==> config.mk <==
export PLATFORM = sky130hd
export DESIGN_NAME = uart_loop_fifo
export DESIGN_NICKNAME = d
export VERILOG_FILES = /design/src/rtl/uart_loop_fifo.sv
export SDC_FILE = /design/constraint.sdc
export NUM_CORES = 1
export LEC_CHECK = 0
export ABC_CLOCK_PERIOD_IN_PS = 6370
export CAP_MARGIN = 20
export CORE_UTILIZATION = 30
export DETAILED_ROUTE_END_ITERATION = 8
export HOLD_SLACK_MARGIN = 0.03
export SLEW_MARGIN = 10
export SYNTH_ARGS = -nofsm -noshare
export SYNTH_HDL_FRONTEND = slang
export SYNTH_SLANG_ARGS = --single-unit
==> constraint.sdc <==
create_clock -name sys_clk -period 6.37 [get_ports sys_clk]
set_clock_uncertainty 0.15 [all_clocks]
set_input_delay 1.5925 -clock sys_clk [delete_from_list [all_inputs] [get_ports sys_clk]]
set_output_delay 1.5925 -clock sys_clk [all_outputs]
set_load 0.02 [all_outputs]
==> src/rtl/uart_loop_fifo.sv <==
// uart_loop_fifo: buffered UART loopback; RX words are queued in a FIFO and
// replayed to the transmitter one at a time via a send_en / tx_busy handshake.
// Latency: recv_done rise -> word in FIFO after 2 clocks -> send_en 4 clocks
//   after the rise when the transmitter is idle.
// Backpressure: words wait in the FIFO while tx_busy is high; a word that
//   arrives while the FIFO is full (and nothing is popped that cycle) is
//   dropped and sets the sticky overflow flag.
// Optional feature: define UART_LOOP_UPCASE_EN to upper-case ASCII 'a'..'z'
//   in the low byte of each word as it is loaded into send_data.
//
// Ports:
//   sys_clk, sys_rst    clock, asynchronous active-high reset
//   recv_done/recv_data RX word strobe (rising edge captured) and data
//   tx_busy             transmitter busy
//   clr_overflow        synchronous clear of the sticky overflow flag
//   send_en/send_data   1-cycle start pulse and word to transmit
//   fifo_count          FIFO occupancy 0..2**DEPTH_LOG2
//   overflow            sticky dropped-word flag
//   activity            FSM busy or FIFO non-empty (registered, LED drive)
module uart_loop_fifo #(
  parameter int DATA_W     = 8,
  parameter int DEPTH_LOG2 = 4,
  parameter int HOLD_CYC   = 4
) (
  input  logic                  sys_clk,
  input  logic                  sys_rst,
  input  logic                  recv_done,
  input  logic [DATA_W-1:0]     recv_data,
  input  logic                  tx_busy,
  input  logic                  clr_overflow,
  output logic                  send_en,
  output logic [DATA_W-1:0]     send_data,
  output logic [DEPTH_LOG2:0]   fifo_count,
  output logic                  overflow,
  output logic                  activity
);

  localparam int DEPTH = 1 << DEPTH_LOG2;
  localparam logic [DEPTH_LOG2:0] FULL_CNT  = (DEPTH_LOG2+1)'(DEPTH);
  localparam logic [7:0]          HOLD_LAST = 8'(HOLD_CYC - 1);

  typedef enum logic [1:0] {
    IDLE  = 2'd0,
    SEND  = 2'd1,
    HOLD  = 2'd2,
    DRAIN = 2'd3
  } state_t;

  state_t                 state_q;
  logic                   send_en_q;
  logic [DATA_W-1:0]      send_data_q;
  logic [7:0]             hold_cnt_q;

  logic                   d0_q, d1_q;
  logic [DATA_W-1:0]      mem_q [DEPTH];
  logic [DEPTH_LOG2-1:0]  wr_ptr_q, wr_ptr_d;
  logic [DEPTH_LOG2-1:0]  rd_ptr_q, rd_ptr_d;
  logic [DEPTH_LOG2:0]    count_q, count_d;
  logic                   overflow_q, overflow_d;
  logic                   activity_q;

  logic                   push, pop, full, wr_acc, ovf_set;
  logic [DATA_W-1:0]      head;

  // Word transform applied on the way into send_data.
  function automatic logic [DATA_W-1:0] tx_xform(input logic [DATA_W-1:0] w);
    logic [DATA_W-1:0] r;
    r = w;
`ifdef UART_LOOP_UPCASE_EN
    if (w[7:0] >= 8'h61 && w[7:0] <= 8'h7A) begin
      r[7:0] = w[7:0] - 8'h20;
    end
`else
`endif
    return r;
  endfunction

  // Rising-edge detect: a level-held recv_done produces a single push.
  always_ff @(posedge sys_clk or posedge sys_rst) begin
    if (sys_rst) begin
      d0_q <= 1'b0;
      d1_q <= 1'b0;
    end else begin
      d0_q <= recv_done;
      d1_q <= d0_q;
    end
  end

  assign push = d0_q & ~d1_q;
  assign pop  = (state_q == SEND);
  assign full = (count_q == FULL_CNT);
  // When full, a same-cycle pop frees the slot being written, so accept.
  assign wr_acc  = push & (~full | pop);
  assign ovf_set = push & full & ~pop;
  assign head    = mem_q[rd_ptr_q];

  always_comb begin
    wr_ptr_d   = wr_ptr_q;
    rd_ptr_d   = rd_ptr_q;
    count_d    = count_q;
    overflow_d = overflow_q;
    if (wr_acc) begin
      wr_ptr_d = wr_ptr_q + DEPTH_LOG2'(1);
    end
    if (pop) begin
      rd_ptr_d = rd_ptr_q + DEPTH_LOG2'(1);
    end
    if (wr_acc && !pop) begin
      count_d = count_q + (DEPTH_LOG2+1)'(1);
    end else if (!wr_acc && pop) begin
      count_d = count_q - (DEPTH_LOG2+1)'(1);
    end
    // Setting wins over a simultaneous clear so no drop goes unreported.
    if (ovf_set) begin
      overflow_d = 1'b1;
    end else if (clr_overflow) begin
      overflow_d = 1'b0;
    end
  end

  always_ff @(posedge sys_clk or posedge sys_rst) begin
    if (sys_rst) begin
      wr_ptr_q   <= '0;
      rd_ptr_q   <= '0;
      count_q    <= '0;
      overflow_q <= 1'b0;
      activity_q <= 1'b0;
    end else begin
      wr_ptr_q   <= wr_ptr_d;
      rd_ptr_q   <= rd_ptr_d;
      count_q    <= count_d;
      overflow_q <= overflow_d;
      activity_q <= (state_q != IDLE) | (count_q != '0);
    end
  end

  // Storage needs no reset: pointers and count define what is valid.
  always_ff @(posedge sys_clk) begin
    if (wr_acc) begin
      mem_q[wr_ptr_q] <= recv_data;
    end
  end

  // TX handshake FSM. HOLD waits a bounded time for tx_busy; if the
  // transmitter never acknowledges, the word is treated as sent.
  always_ff @(posedge sys_clk or posedge sys_rst) begin
    if (sys_rst) begin
      state_q     <= IDLE;
      send_en_q   <= 1'b0;
      send_data_q <= '0;
      hold_cnt_q  <= '0;
    end else begin
      send_en_q <= 1'b0;
      case (state_q)
        IDLE: begin
          if (count_q != '0 && !tx_busy) begin
            state_q <= SEND;
          end
        end
        SEND: begin
          send_data_q <= tx_xform(head);
          send_en_q   <= 1'b1;
          hold_cnt_q  <= '0;
          state_q     <= HOLD;
        end
        HOLD: begin
          if (tx_busy) begin
            state_q <= DRAIN;
          end else if (hold_cnt_q == HOLD_LAST) begin
            state_q <= IDLE;
          end else begin
            hold_cnt_q <= hold_cnt_q + 8'd1;
          end
        end
        DRAIN: begin
          if (!tx_busy) begin
            state_q <= IDLE;
          end
        end
        default: state_q <= IDLE;
      endcase
    end
  end

  assign send_en    = send_en_q;
  assign send_data  = send_data_q;
  assign fifo_count = count_q;
  assign overflow   = overflow_q;
  assign activity   = activity_q;

endmodule

# ---- Word-level counts from Yosys, hierarchy flattened
# Memory sizes are Yosys's and may differ from the RTL's. A register that Yosys moved wholly into a read port is not among the register bits.
# Cells that the tools add are included.
# W data, S select, Z words.
dict set report word_totals {
  memories 1
  mem_bits_rw 128
  input_bits 13
  output_inout_bits 16
  register_bits 28
  elab_cells 64
}
dict set report op_classes {
  mux 15
  reduce_logical 14
  bitwise 9
  eq_ne 10
  n_addsub 5
}
# memory depth word_bits read_ports rd_clocked_by_memory_dff write_ports line_no
set memory_table {}
lappend memory_table {mem_q 16 8 1 1 1 55} ;# logic [DATA_W-1:0] mem_q [DEPTH];
# operator count
set op_table {}
lappend op_table {{$mux W8} 2}
lappend op_table {{$pmux W8 S2} 1}
lappend op_table {{$mux W5} 2}
lappend op_table {{$add A4 B1 Y4 const B} 2}
lappend op_table {{$add A8 B1 Y8 const B} 1}
lappend op_table {{$eq A8 B2 Y1 const B} 1}
lappend op_table {{$mux W2} 4}
lappend op_table {{$ne A2 B2 Y1 const B} 4}
lappend op_table {{$pmux W2 S4} 1}
lappend op_table {{$reduce_bool A2 Y1} 4}
lappend op_table {{$reduce_and A3 Y1} 2}
lappend op_table {{$add A5 B1 Y5 const B} 1}
lappend op_table {{$eq A5 B5 Y1 const B} 1}
lappend op_table {{$mux W1} 5}
lappend op_table {{$reduce_bool A5 Y1} 1}
lappend op_table {{$sub A5 B1 Y5 const B} 1}
lappend op_table {{$and A1 B1 Y1} 4}
lappend op_table {{$eq A2 B2 Y1 const B} 2}
lappend op_table {{$logic_and A1 B1 Y1} 3}
lappend op_table {{$logic_not A1 Y1} 3}
lappend op_table {{$ne A3 B3 Y1 const B} 1}
lappend op_table {{$not A1 Y1} 3}
lappend op_table {{$eq A2 B1 Y1 const B} 1}
lappend op_table {{$logic_not A2 Y1} 1}
lappend op_table {{$or A1 B1 Y1} 2}

# ---- Longest topological paths before layout
dict set report logic_depth {
  word_depth 8
  ltp_mapped 11
  depth_no_buf 10
}

# ---- Worst setup path after synthesis
# OpenSTA, ideal clock, no wires.
dict set report synth_path {
  path_type {register to register}
  startpoint {register count_q[0] (netlist: fifo_count[0])}
  endpoint {register count_q[4] (netlist: fifo_count[4])}
  synth_period_minus_slack_ns 2.791
  slack_ns 3.579
  path_stages_with_launch 10
  setup_time_ns 0.134
  t_arrival_ns 2.507
  path_buffers 0
  required_ns 6.086
  path_cell_list {dfrtp_1 -> nor4_1 -> a31oi_4 -> ha_1 -> inv_1 -> ha_1 -> a21o_1 -> a21oi_1 -> mux2i_1 -> xnor2_1}
}
dict set report synth_between {
  elab_chain_len 7
  word_cells_on_any_way 12
  classes_between {2 x add/sub; 1 x eq/ne; 2 x mux; 3 x bitwise; 4 x reduce/logical}
}
# element line_no
set synth_rtl {}
lappend synth_rtl {{from (decl)} 58} ;# logic [DEPTH_LOG2:0] count_q, count_d;
lappend synth_rtl {{from (signal assigned)} 131} ;# count_q <= count_d;
lappend synth_rtl {{$eq A5 B5 Y1 (*)} 91} ;# assign full = (count_q == FULL_CNT);
lappend synth_rtl {{$not A1 Y1 (*)} 93} ;# assign wr_acc = push & (~full | pop);
lappend synth_rtl {{$or A1 B1 Y1 (*)} 93}
lappend synth_rtl {{$and A1 B1 Y1 (*)} 93}
lappend synth_rtl {{via wr_acc} 62} ;# logic push, pop, full, wr_acc, ovf_set;
lappend synth_rtl {{$logic_not A1 Y1} 110} ;# end else if (!wr_acc && pop) begin
lappend synth_rtl {{$logic_and A1 B1 Y1} 110}
lappend synth_rtl {{$reduce_bool A2 Y1 (no line)} --}
# The timed path passes the listed nets; every way through them passes the cells marked *. The select of a mux whose other input is x is not followed.
# A chain may end at the register's enable or synchronous reset.

# ---- Worst setup path in the final report
dict set report layout_path {
  startpoint {register state_q[0]}
  endpoint {register count_q[4] (netlist: fifo_count[4])}
}
dict set report layout_between {
  elab_chain_len 6
  word_cells_on_any_way 9
  classes_between {1 x eq/ne; 1 x mux; 2 x bitwise; 5 x reduce/logical}
}
# element line_no
set layout_rtl {}
lappend layout_rtl {{from (decl)} 49} ;# state_t state_q;
lappend layout_rtl {{from (signal assigned)} 148} ;# state_q <= IDLE;
lappend layout_rtl {{from (signal assigned)} 157} ;# state_q <= SEND;
lappend layout_rtl {{from (signal assigned)} 164} ;# state_q <= HOLD;
lappend layout_rtl {{$eq A2 B1 Y1 (*)} 90} ;# assign pop = (state_q == SEND);
lappend layout_rtl {{$or A1 B1 Y1 (*)} 93}
lappend layout_rtl {{$and A1 B1 Y1 (*)} 93}
lappend layout_rtl {{via wr_acc} 62}
lappend layout_rtl {{$logic_not A1 Y1} 110}
lappend layout_rtl {{$logic_and A1 B1 Y1} 110}
lappend layout_rtl {{$reduce_bool A2 Y1 (no line)} --}
# The timed path passes the listed nets; every way through them passes the cells marked *.

==> flow_summary.toml <==
[status]
status = "finished clean"

[detailed_routing]
ant_nets = 0
drt_iter0_markers = 263
drc = 0
drt_first_pass_iters = 5
postRouteWirelength_um = 14200
vias_per_cell = 4.82
wl_per_cell_um = 18.0
vias = 3795

[clock_network]
cts_buffers = 17
cts_hold_buf = 0
tritoncts = "built"
root_buffer = "clkbuf_16"
postCtsSetupRepairBufs = 0
clk_path_buf_depth = 2
post_cts_resized = 0
clk_latency_ns = 0.42
clkTransAtPathRegs_ns = 0.06
ctsHtreeMaxLevel = 4
clkSinkCount = 164

[floorplanning]
ios = 29
fp-row-count = 54
core_um2 = 21900
die_width_um = 152
initial_utilization = 0.308
dieArea_um2 = 23100
die_h_um = 152

[power]
leakagePower_nw = 2.82
vdd_drop_max_uv = 192
share_comb_of_total_power = 0.289
p_seq_frac = 0.422
power.switching_mw = 1.10
powerDensity_nw_per_um2 = 425
p_int_mw = 2.25
pwr-share-clk = 0.289
swShare = 0.327

[grt]
grt_pass1_wl_um = 22300
grt.overflow.total = 0
grt_pass1_vias = 3912
grt_max_degree = 59
antenna_found_initial = 0
track_usage = 0.129

[place]
dpl_cell_area_um2 = 7300
place_congestion = 0.837
io_buffer_count = 28
dp_hpwl_um = 9210

[sta]
setup_violations = 0
drv_slew = 0
setup_tns_ns = 0
min_period_ns = 3.63
relSlewSlack = 0.327
final.period_utilization = 0.569
hold_ws_ns = 0.230
tightest_slew_ns = 1.01
rsz0062_at_grt = "false"
max_freq_mhz = 276
hold_viol_final = 0

[logic_synthesis]
syn_avg_cell_area_um2 = 14.6
ys_top_cells_by_area = "edfxtp_1 57%, dfrtp_1 13%, mux2i_1 10%"
synth_cell_type_count = 35
synthMuxAreaShare = 0.101
synth-edff-count = 128
syn-cell-area_um2 = 6740
synth_top_family_by_area = "multiplexers"
synth_simple_gate_area_frac = 0.0840
ys_ff_latch = 164
yosysWarnings = 0
async_flop_share = 0.220
syn_nets = 485
synth_top_area_frac = 0.571
synth_flop_cell = "edfxtp_1"
yosysTopAreaCell = "edfxtp_1"
synthAdderAreaFrac = 0.0215
synthCells = 461
synthXorXnorAreaFrac = 0.0156
seq_area_frac_synth = 0.704
synth_compound_area_frac = 0.0516

[finish]
nFillCells = 2044
final_cell_mix = "128 x edfxtp_1, 68 x mux2i_1, 42 x nand2_1"
final_area_um2 = 7880
drive_gt1_frac = 0.0827
nNetsFinal = 519
antenna-diode-count = 0
area_delta_synth_final_pct = 17.0
final_common_cell = "edfxtp_1"

[hold_path]
hold_path_depth = 0
hp-class = "flop to flop"
holdCritStartpoint = "d0_q"
min_to = "d1_q"

[setup_path]
critPathMaxFanout = 16
critPathLaunchType = "flop"
rrSetupSlack_ns = 2.74
critPathKind = "flop to flop"
path_common_cell = "ha_1"
slowest_stage = "nor2b_1"
required_ns = 6.57
path_cells = "nor2b_1, inv_2, a31oi_4, ha_1, inv_1, ha_1, a21o_1, a21oi_1, mux2i_1, xnor2_1"
rr_worst_depth = 10
cp.arrival_ns = 3.82
r2r-start = "state_q[0]"
cp-end-kind = "flop"
worstReg2RegEnd = "fifo_count[4]"
slowest_delay_ns = 0.64

[run]
maxCapViolCount = 0
==> power groups by stage <==
stage          clock (mW)  sequential [mW]  combinational, mW
2_1_floorplan           0             1.43              0.647
4_1_cts             0.984             1.41              0.975
5_1_grt              1.03             1.43               1.05
6_report            0.965             1.41              0.968
3_5_place_dp            0             1.44              0.972
3_3_place_gp            0             1.43              0.951
==> critical path, delay by kind of cell, from the launching register on <==
kind                     cells  cell delay (ns)
flip-flops                   1             0.59
multiplexers                 1             0.23
adder cells (fa/ha/maj)      2             0.61
AND/OR/NAND/NOR              1             0.64
AO/OA/AOI/OAI                3             0.74
buffers and inverters        2             0.46
XOR/XNOR                     1             0.13
==> how the worst max path moves through the flow <==
stage                              from             to  cells past startpoint
after floorplan           fifo_count[0]  fifo_count[4]                      9
after global placement       state_q[0]  fifo_count[4]                     10
after detailed placement     state_q[0]    mem_q[1][5]                      5
after CTS                    state_q[0]    mem_q[1][5]                      5
after global routing         state_q[0]  fifo_count[4]                     10
final                        state_q[0]  fifo_count[4]                     10
==> cells in the mapped netlist, types with 4 or more instances <==
| library cell | n |
|---|---|
| xnor2_1 | 7 |
| mux2i_1 | 68 |
| o21ai_0 | 8 |
| dfrtp_1 | 36 |
| nor2b_1 | 6 |
| a21oi_1 | 21 |
| a22oi_1 | 17 |
| clkbuf_1 | 13 |
| ha_1 | 10 |
| nor3_1 | 6 |
| nand2_1 | 42 |
| buf_4 | 5 |
| inv_1 | 10 |
| edfxtp_1 | 128 |
| nor4_1 | 4 |
| nand3_1 | 26 |
| nand2b_1 | 6 |
| xor2_1 | 5 |
| nor2_1 | 20 |
==> area by class of cell <==
cell class / count / area, um2 / area share
timing repair buffer: 37 / 338 / 0.0429
multi-input combinational: 264 / 1840 / 0.234
inverter: 11 / 41.3 / 0.00524
tap: 280 / 350 / 0.0444
clock inverter: 8 / 78.8 / 0.0100
clock buffer: 24 / 482 / 0.0611
sequential: 164 / 4750 / 0.602
==> state kept, by name, indices dropped and copies added, names as in the netlist, 2 cells and up <==
name	count
hold_cnt_q	8
send_data	8
mem_q	128
rd_ptr_q	4
state_q	2
wr_ptr_q	4
fifo_count	5
==> routing by layer <==
metal | global-route usage | share of wire | vias to the layer above
met5 | 0 | 0 | -
met4 | 0.0624 | 0.021 | 0
met3 | 0.0319 | 0.054 | 19
met2 | 0.215 | 0.50 | 106
met1 | 0.156 | 0.42 | 1896
li1 | - | - | 1774
==> cells by family (layout without fill, tap and decap cells) <==
group / after synthesis / in the layout
flip-flops: 164 / 164
AND/OR/NAND/NOR: 118 / 118
multiplexers: 68 / 68
AO/OA/AOI/OAI: 55 / 55
adder cells (fa/ha/maj): 11 / 11
XOR/XNOR: 12 / 12
buffers and inverters: 33 / 80
==> per-stage QoR <==
| step | util | power [mW] | instances | setup WS [ns] |
|---|---|---|---|---|
| finish | 0.360 | 3.35 | 788 | 2.74 |
| detailed placement | 0.334 | 2.41 | 752 | 2.78 |
| floorplan | - | 2.08 | 461 | 3.58 |
| global placement | 0.334 | 2.38 | 752 | 2.92 |
| CTS | 0.359 | 3.37 | 784 | 2.74 |
| global route | 0.360 | 3.51 | 788 | 2.46 |
Note: power is estimated with default switching activity, not from simulation.
